$ cat src/rtl/exibidor_sequencia_pkg.sv
// Shared state codes for the sequence presenter; the control unit debug
// display decodes the same values.
package exibidor_sequencia_pkg;

  typedef enum logic [3:0] {
    INICIAL = 4'h0,
    CARREGA = 4'h1,
    MOSTRA  = 4'h2,
    APAGA   = 4'h3,
    FIM     = 4'hF
  } estado_t;

  function automatic int max_int(input int a, input int b);
    return (a > b) ? a : b;
  endfunction

endpackage

$ cat src/rtl/exibidor_sequencia_temporizador.sv
// Up-counter with synchronous clear and enable; fim flags when the count
// equals the run-time compare value supplied by the FSM.
module temporizador #(
  parameter int M = 4,
  parameter int W = $clog2(M) + 1
) (
  input  logic         clock,
  input  logic         reset,
  input  logic         zera,
  input  logic         conta,
  input  logic [W-1:0] ultimo,
  output logic         fim
);

  logic [W-1:0] valor_q, valor_d;

  always_comb begin
    valor_d = valor_q;
    if (zera) begin
      valor_d = '0;
    end else if (conta) begin
      valor_d = (valor_q == W'(M - 1)) ? '0 : valor_q + W'(1);
    end
  end

  always_ff @(posedge clock or posedge reset) begin
    if (reset) begin
      valor_q <= '0;
    end else begin
      valor_q <= valor_d;
    end
  end

  assign fim = (valor_q == ultimo);

endmodule

$ cat src/rtl/exibidor_sequencia.sv
// Plays the stored sequence from address 0 to limite on the LEDs, each entry
// lit for TEMPO_LED cycles and then dark for TEMPO_PAUSA cycles.
//
// state   | meaning
// INICIAL | idle, address released (0), waiting for iniciar
// CARREGA | latch memory word into leds, clear timer
// MOSTRA  | entry lit for TEMPO_LED cycles
// APAGA   | dark gap for TEMPO_PAUSA cycles, then next address or FIM
// FIM     | one-cycle pronto, address back to 0
module exibidor_sequencia
  import exibidor_sequencia_pkg::*;
#(
  parameter int TEMPO_LED   = 1000,
  parameter int TEMPO_PAUSA = 500
) (
  input  logic       clock,
  input  logic       reset,
  input  logic       iniciar,
  input  logic [3:0] limite,
  input  logic [3:0] dado_memoria,
  output logic [3:0] endereco,
  output logic [3:0] leds,
  output logic       exibindo,
  output logic       pronto,
  output logic [3:0] db_estado
);

  localparam int TMAX = max_int(TEMPO_LED, TEMPO_PAUSA);
  localparam int TW   = $clog2(TMAX) + 1;
  localparam logic [TW-1:0] ULT_LED   = TW'(TEMPO_LED - 1);
  localparam logic [TW-1:0] ULT_PAUSA = TW'(TEMPO_PAUSA - 1);

  estado_t    estado_q, estado_d;
  logic [3:0] endereco_q, endereco_d;
  logic [3:0] leds_q, leds_d;
  logic [3:0] limite_q, limite_d;
  logic       zera, conta, fim_tempo;
  logic [TW-1:0] ultimo;

  // One timer serves both phases; only the compare target changes.
  assign ultimo = (estado_q == MOSTRA) ? ULT_LED : ULT_PAUSA;

  temporizador #(
    .M (TMAX),
    .W (TW)
  ) u_temporizador (
    .clock  (clock),
    .reset  (reset),
    .zera   (zera),
    .conta  (conta),
    .ultimo (ultimo),
    .fim    (fim_tempo)
  );

  always_comb begin
    estado_d   = estado_q;
    endereco_d = endereco_q;
    leds_d     = leds_q;
    limite_d   = limite_q;
    zera       = 1'b0;
    conta      = 1'b0;
    unique case (estado_q)
      INICIAL: begin
        endereco_d = 4'd0;
        leds_d     = 4'd0;
        if (iniciar) begin
          limite_d = limite;
          estado_d = CARREGA;
        end
      end
      CARREGA: begin
        leds_d   = dado_memoria;
        zera     = 1'b1;
        estado_d = MOSTRA;
      end
      MOSTRA: begin
        conta = 1'b1;
        if (fim_tempo) begin
          leds_d   = 4'd0;
          zera     = 1'b1;
          estado_d = APAGA;
        end
      end
      APAGA: begin
        conta = 1'b1;
        if (fim_tempo) begin
          zera = 1'b1;
          if (endereco_q == limite_q) begin
            estado_d = FIM;
          end else begin
            endereco_d = endereco_q + 4'd1;
            estado_d   = CARREGA;
          end
        end
      end
      FIM: begin
        endereco_d = 4'd0;
        estado_d   = INICIAL;
      end
      default: begin
        endereco_d = 4'd0;
        leds_d     = 4'd0;
        estado_d   = INICIAL;
      end
    endcase
  end

  always_ff @(posedge clock or posedge reset) begin
    if (reset) begin
      estado_q   <= INICIAL;
      endereco_q <= 4'd0;
      leds_q     <= 4'd0;
      limite_q   <= 4'd0;
    end else begin
      estado_q   <= estado_d;
      endereco_q <= endereco_d;
      leds_q     <= leds_d;
      limite_q   <= limite_d;
    end
  end

  assign endereco  = endereco_q;
  assign leds      = leds_q;
  assign pronto    = (estado_q == FIM);
  assign exibindo  = (estado_q != INICIAL) && (estado_q != FIM);
  assign db_estado = estado_q;

endmodule

$ cat config.mk
export PLATFORM = sky130hd
export DESIGN_NAME = exibidor_sequencia
export DESIGN_NICKNAME = d
export VERILOG_FILES = /design/src/rtl/exibidor_sequencia_pkg.sv /design/src/rtl/exibidor_sequencia_temporizador.sv /design/src/rtl/exibidor_sequencia.sv
export SDC_FILE = /design/constraint.sdc
export NUM_CORES = 1
export LEC_CHECK = 0
export ABC_AREA = 0
export BUFFER_PORTS_ARGS = -buffer_cell sky130_fd_sc_hd__buf_2
export CAP_MARGIN = 20
export CORE_MARGIN = 4
export CORE_UTILIZATION = 35
export DETAILED_ROUTE_END_ITERATION = 16
export SLEW_MARGIN = 25
export SYNTH_ARGS = -nofsm -noshare
export SYNTH_HDL_FRONTEND = slang
export SYNTH_HIERARCHICAL = 1
export SYNTH_SLANG_ARGS = --single-unit
$ cat constraint.sdc
create_clock -name clock -period 2.5 [get_ports clock]
set_input_delay 0.125 -clock clock [delete_from_list [all_inputs] [get_ports clock]]
set_output_delay 0.125 -clock clock [all_outputs]
set_load 0.005 [all_outputs]
==> flow_summary_export.csv, run 1 <==
group,metric,value,unit
global_route,use_met3,2.403,%
power_and_ir_drop,clock_power_share,38.3,%
cells_and_area,design_area,1896,sq um
place,place_hpwl,2381,um
cells_and_area,area_growth,21.20,%
power_and_ir_drop,total_power,0.7249,mW
timing,maxClockFrequency,448.8,MHz
power_and_ir_drop,combinationalPowerShare,3.7,%
global_route,grt.met2_usage,21.76,%
cells_and_area,layout_common_cells,"sky130_fd_sc_hd__dfrtp_1 (26), sky130_fd_sc_hd__buf_2 (24), sky130_fd_sc_hd__xnor2_1 (17)",
global_route,first_global_vias,1227,
power_and_ir_drop,netSwitchingPower,0.1523,mW
logic_synthesis,post_synth_instance_area,1564,sq um
run,maxCapViolations,0,
logic_synthesis,syn_area_per_cell,10.22,sq um
logic_synthesis,synth-seq-area-share,41.60,%
floorplanning,floorplan.die_area,5602,sq um
route,firstDrtPassIters,4,
route,avgRoutedWirePerCell,12.81,um
cells_and_area,finish.net_count,204,
timing,grt_setup_unrepaired,"no",
cells_and_area,layout_commonest_cell,"sky130_fd_sc_hd__dfrtp_1",
place,placedCellCount,236,
place,gpl.final_weighted_congestion,0.7704,
hold_path,worstHoldPathType,"in2reg",
run_status,outcome,"finished, final reports clean",
timing,period_share,89.12,%
power_and_ir_drop,internal_power,0.5726,mW
timing,timing.max_slew.rel_slack,61.21,%
floorplanning,fp.coreArea,4354,sq um
cells_and_area,final_util,43.53,%
route,vias,1185,
clock_tree,cts_root_buf,"sky130_fd_sc_hd__clkbuf_8",
timing,hold_viol_final,0,
logic_synthesis,synth_cells,153,
cells_and_area,antenna_cells_inserted,0,
logic_synthesis,ys.warnings.count,6,
timing,hold_slack,0.07987,ns
global_route,pin_count_of_the_biggest_net_entering_global_routing,16,
clock_tree,worst_skew_pair_later_pin_latency,0.27,ns
clock_tree,cts_buffer_depth,2,
cells_and_area,finalNonFillerCells,242,
global_route,antenna_found_initial,0,
setup_path,worst_ep_arrival_time,2.40,ns
power_and_ir_drop,static-leakage-power,0.8693,nW
place,dp_worst_setup_slack,0.2646,ns
place,placedInstanceArea,1798,sq um
hold_path,min_delay_path_depth,2,
clock_tree,cts_sinks,26,
setup_path,criticalPathCategory,"reg2reg",
timing,finalWorstSetupSlack,0.2719,ns
setup_path,crit_path_max_fo,6,
setup_path,timing.critical_path.to_type,"flop",
logic_synthesis,ys_seq_elements,26,
power_and_ir_drop,p_per_area,382.4,nW/um^2
floorplanning,row_count,24,
power_and_ir_drop,netSwitchingFraction,21.01,%
route,vias_per_cell,4.897,
power_and_ir_drop,max-vdd-ir-drop,192.6,uV
setup_path,startpoint_type,"flop",
global_route,grtUsageTotal,13.21,%
power_and_ir_drop,sequentialPowerShare,58.0,%
clock_tree,cts.htree.levels,1,
timing,setup_viol,0,
timing,tightest_slew,0.5812,ns
clock_tree,cts_made_buffers,3,
clock_tree,cts.reportedPaths.clkPinSlew,0.09,ns
floorplanning,die_h,74.85,um
global_route,grt_first_pass_wirelength,5658,um
floorplanning,ios,25,
setup_path,crit_required,2.67,ns
route,first_iter_violations,50,
global_route,grt_busiest_layer,"met2",
route,final_antenna_net_count,0,
cells_and_area,nFillCells,430,
place,io_buffer_count,24,
cells_and_area,drive_gt1_share,34.74,%
floorplanning,die_width,74.85,um
logic_synthesis,ys_types,37,
route,drt_drc_violations_left,0,
route,wl,3099,um
setup_path,r2r_cells,13,
timing,min_period,2.228,ns
global_route,globalRoute.totalOverflow,0,
timing,final-max-slew-violation-count,0,
clock_tree,tritoncts,"yes",
timing,skew,0.004534,ns
timing,final.setup.tns,0,ns
global_route,groute.layer.met1.usage,16.85,%
floorplanning,floorplan.initialDensity,35.92,%
==> power groups by stage <==
| stage | Sequential (mW) | Clock, mW | Combinational (mW) |
|---|---|---|---|
| floorplan | 0.429 | 0 | 0.0152 |
| global placement | 0.429 | 0 | 0.0264 |
| detailed placement | 0.429 | 0 | 0.0264 |
| CTS | 0.420 | 0.290 | 0.0278 |
| global route | 0.420 | 0.304 | 0.0309 |
| finish | 0.420 | 0.278 | 0.0268 |
==> final timing paths <==
path,start,to,slack (ns)
max,db_estado[2],u_temporizador/valor_q[9],0.27
min in group asynchronous,reset,u_temporizador/valor_q[1],0.39
max reg2reg,db_estado[2],u_temporizador/valor_q[9],0.27
min,limite[0],limite_q[0],0.08
min reg2reg,leds[1],leds[1],0.53
max in group asynchronous,reset,leds[0],1.66
==> worst max-delay path: stages (launching register included) <==
cell and delay, ns:
sky130_fd_sc_hd__dfrtp_1 0.38, sky130_fd_sc_hd__nand2b_1 0.17, sky130_fd_sc_hd__inv_2 0.09, sky130_fd_sc_hd__nand2b_4 0.06, sky130_fd_sc_hd__inv_2 0.07, sky130_fd_sc_hd__xnor2_1 0.11, sky130_fd_sc_hd__nand3_1 0.10, sky130_fd_sc_hd__nor3_2 0.22
sky130_fd_sc_hd__mux2i_1 0.11, sky130_fd_sc_hd__nor2_2 0.19, sky130_fd_sc_hd__o211ai_4 0.13, sky130_fd_sc_hd__nor4_4 0.29, sky130_fd_sc_hd__xnor2_1 0.17, sky130_fd_sc_hd__nor2_2 0.04
==> cells in the mapped netlist, drive strengths merged <==
library cell,instances,area [sq um]
ha,2,25.02
conb,2,7.510
mux2,4,45.04
buf,3,17.52
and3,1,6.260
o2111ai,1,8.760
nor3,8,45.04
nor2b,2,12.51
nand2,8,30.03
o211ai,3,37.54
nand3,9,45.04
or3,2,17.52
a41oi,1,16.27
nand4,6,43.79
nor2,20,97.59
clkbuf,2,8.750
inv,9,33.78
nand2b,2,12.51
mux2i,4,40.04
nand4b,1,8.760
a21o,1,15.01
o21ai,2,10.00
a21oi,1,5.000
dfrtp,26,650.6
a22o,8,70.07
or4b,1,10.01
nor4,1,12.51
xnor2,21,214.0
xor2,2,17.52
==> sequential cells by signal, indices dropped and copies added (netlist names) <==
name and cells:
db_estado 3, endereco 4, leds 4, limite_q 4, u_temporizador/valor_q 11
==> cell families (layout without fill, tap and decap cells) <==
kind of cell	Yosys count	after routing	synth area share, %
DFF	26	26	41.60
buffers and inverters	14	45	3.840
muxes	8	8	5.440
and+or+nand+nor	61	61	21.84
other	2	8	0.4802
xor gates and xnor gates	23	23	14.80
AOI/OAI and AO/OA	17	17	10.40
adders and majority gates	2	2	1.600
==> routing by layer <==
layer / vias to the layer above / part of all wire (%) / routed length [um]
met5: - / 0 / 0
met4: 0 / 1.6 / 51
met3: 4 / 4.7 / 147
met2: 21 / 48 / 1487
met1: 566 / 46 / 1412
li1: 594 / - / -
==> what timing repair did <==
action	4_1_cts	5_1_grt
resized for setup	0	5
hold buffers	1	0
setup endpoints to repair	0	5
hold endpoints to repair	26	0
setup buffers	0	1
==> final cells by class <==
| type | instances | area (sq um) | area share, % |
|---|---|---|---|
| clock buffer | 4 | 55.05 | 2.904 |
| inverter | 9 | 33.78 | 1.782 |
| multi-input combinational | 119 | 908.4 | 47.92 |
| sequential | 26 | 650.6 | 34.32 |
| tap | 52 | 65.06 | 3.432 |
| timing repair buffer | 32 | 182.7 | 9.637 |
Note: power is estimated with default switching activity, not from simulation.
==> inputs of run 2 (changes only) <==
--- a/config.mk
+++ b/config.mk
@@ -5,12 +5,12 @@
 export SDC_FILE = /design/constraint.sdc
 export NUM_CORES = 1
 export LEC_CHECK = 0
-export ABC_AREA = 0
 export BUFFER_PORTS_ARGS = -buffer_cell sky130_fd_sc_hd__buf_2
 export CAP_MARGIN = 20
 export CORE_MARGIN = 4
 export CORE_UTILIZATION = 35
 export DETAILED_ROUTE_END_ITERATION = 16
+export PLACE_DENSITY = 0.66
 export SLEW_MARGIN = 25
 export SYNTH_ARGS = -nofsm -noshare
 export SYNTH_HDL_FRONTEND = slang
==> run 2 against run 1 <==
  * Sequential power is essentially flat
  * Maximum frequency shrank 0.81%
  * Clock power shrank 17%
  * Critical path type unchanged
==> flow_summary_export.csv, run 2 (synthesis gave the netlist of run 1 again) <==
group,metric,value,unit
timing,final-max-slew-violation-count,0,
power_and_ir_drop,max-vdd-ir-drop,186.8,uV
setup_path,startpoint_type,"flop",
timing,final.setup.tns,0,ns
route,avgRoutedWirePerCell,12.58,um
clock_tree,cts.htree.levels,1,
setup_path,criticalPathCategory,"reg2reg",
global_route,first_global_vias,1171,
setup_path,worst_case_register_to_register_setup_slack,0.25,ns
timing,grt_setup_unrepaired,"no",
power_and_ir_drop,static-leakage-power,0.8551,nW
setup_path,crit_required,2.66,ns
place,placedInstanceArea,1798,sq um
route,vias_per_cell,4.763,
clock_tree,post_cts_sizing,0,
setup_path,timing.critical_path.to_type,"flop",
timing,skew,0.005430,ns
cells_and_area,regMostFlops,"u_temporizador/valor_q",
timing,timing.max_slew.rel_slack,62.39,%
hold_path,worstHoldPathType,"in2reg",
cells_and_area,antenna_cells_inserted,0,
timing,setup_viol,0,
route,first_iter_violations,29,
timing,tightest_slew,0.5636,ns
clock_tree,cts.reportedPaths.clkPinSlew,0.09,ns
place,gpl.final_weighted_congestion,0.8107,
cells_and_area,layout_commonest_cell,"sky130_fd_sc_hd__dfrtp_1",
hold_path,hp-start,"limite[2]",
place,io_buffer_count,24,
cells_and_area,nFillCells,424,
cells_and_area,layout_common_cells,"sky130_fd_sc_hd__dfrtp_1 (26), sky130_fd_sc_hd__buf_2 (24), sky130_fd_sc_hd__xnor2_1 (17)",
floorplanning,row_count,24,
clock_tree,cts_buffer_depth,2,
clock_tree,cts_made_buffers,3,
floorplanning,die_h,74.85,um
global_route,grtUsageTotal,11.95,%
cells_and_area,largest_register_ff_count,11,
route,firstDrtPassIters,4,
clock_tree,postCtsSetupRepairBufs,0,
run_status,outcome,"finished, final reports clean",
clock_tree,hold_buffer_count_at_cts,1,
power_and_ir_drop,p_per_area,367.1,nW/um^2
global_route,grt_first_pass_wirelength,5306,um
floorplanning,die_width,74.85,um
setup_path,critical_path.reg2reg.startpoint,"db_estado[2]",
clock_tree,cts_sinks,26,
cells_and_area,drive_gt1_share,32.45,%
setup_path,critPathLaunch,"db_estado[2]",
timing,maxClockFrequency,445.2,MHz
run,maxCapViolations,0,
timing,hold_viol_final,0,
global_route,pin_count_of_the_biggest_net_entering_global_routing,16,
cells_and_area,design_area,1849,sq um
cells_and_area,finish.net_count,203,
clock_tree,cts_root_buf,"sky130_fd_sc_hd__clkbuf_8",
route,wl,3018,um
global_route,globalRoute.totalOverflow,0,
timing,min_period,2.246,ns
route,final_antenna_net_count,0,
timing,period_share,89.85,%
clock_tree,tritoncts,"yes",
setup_path,worst_ep_arrival_time,2.41,ns
floorplanning,floorplan.die_area,5602,sq um
floorplanning,ios,25,
clock_tree,worst_skew_pair_later_pin_latency,0.26,ns
cells_and_area,area_growth,18.24,%
timing,hold_slack,0.09290,ns
route,vias,1143,
global_route,antenna_found_initial,0,
power_and_ir_drop,total_power,0.6789,mW
floorplanning,floorplan.initialDensity,35.92,%
setup_path,crit_path_max_fo,6,
floorplanning,fp.coreArea,4354,sq um
place,place_hpwl,2310,um
route,drt_drc_violations_left,0,
[run 2: cell count changes in the layout (fill, tap and decap cells not counted), sizes merged]
cell	change
clkbuf	-1
buf	-1
[run 2: where the power goes]
part           total (mW)  switching, mW  internal, mW
registers           0.420              0         0.420
logic              0.0265         0.0151        0.0114
clock network       0.232          0.125         0.108
[run 2: layout make-up]
type / count / area (sq um) / share of cell area (%)
clock buffers: 3 / 41.29 / 2.233
flip-flops and latches: 26 / 650.6 / 35.18
repair buffers: 31 / 175.2 / 9.472
inverters: 9 / 33.78 / 1.827
multi-input cells: 119 / 883.3 / 47.77
well taps: 52 / 65.06 / 3.518
[run 2: critical path, stage by stage, from the launching register on]
cell and delay, ns:
sky130_fd_sc_hd__dfrtp_1 0.38, sky130_fd_sc_hd__nand2b_1 0.16, sky130_fd_sc_hd__inv_1 0.08, sky130_fd_sc_hd__nand2b_1 0.09, sky130_fd_sc_hd__inv_1 0.12, sky130_fd_sc_hd__xnor2_1 0.12
sky130_fd_sc_hd__nand3_1 0.10, sky130_fd_sc_hd__nor3_2 0.21, sky130_fd_sc_hd__mux2i_1 0.11, sky130_fd_sc_hd__nor2_2 0.12, sky130_fd_sc_hd__o211ai_2 0.16, sky130_fd_sc_hd__nor4_2 0.28
sky130_fd_sc_hd__xnor2_1 0.17, sky130_fd_sc_hd__nor2_2 0.04
[run 2: metrics by stage]
step           instances  setup slack (ns)  util, %
6_report             240            0.2538    42.47
5_1_grt              240           0.03469    42.47
4_1_cts              240            0.2527    42.47
3_5_place_dp         236            0.2759    41.29
3_3_place_gp         236            0.3178    41.29
2_1_floorplan        159           0.04265        -
[run 2: final timing paths]
| check | endpoint | cells after the start |
|---|---|---|
| max | u_temporizador/valor_q[9] | 13 |
| min | limite_q[2] | 2 |
| max reg2reg | u_temporizador/valor_q[9] | 13 |
| min reg2reg | leds[0] | 1 |
| max in group asynchronous | endereco[2] | 3 |
| min in group asynchronous | u_temporizador/valor_q[9] | 3 |
[run 2: metal layers]
layer | wire length [um] | part of all wire, % | track usage (%) | vias up
met3 | 133 | 4.4 | 2.670 | 4
li1 | - | - | - | 592
met1 | 1427 | 47 | 15.30 | 526
met2 | 1441 | 48 | 20.21 | 21
met5 | 0 | 0 | 0 | -
met4 | 16 | 0.53 | 3.360 | 0
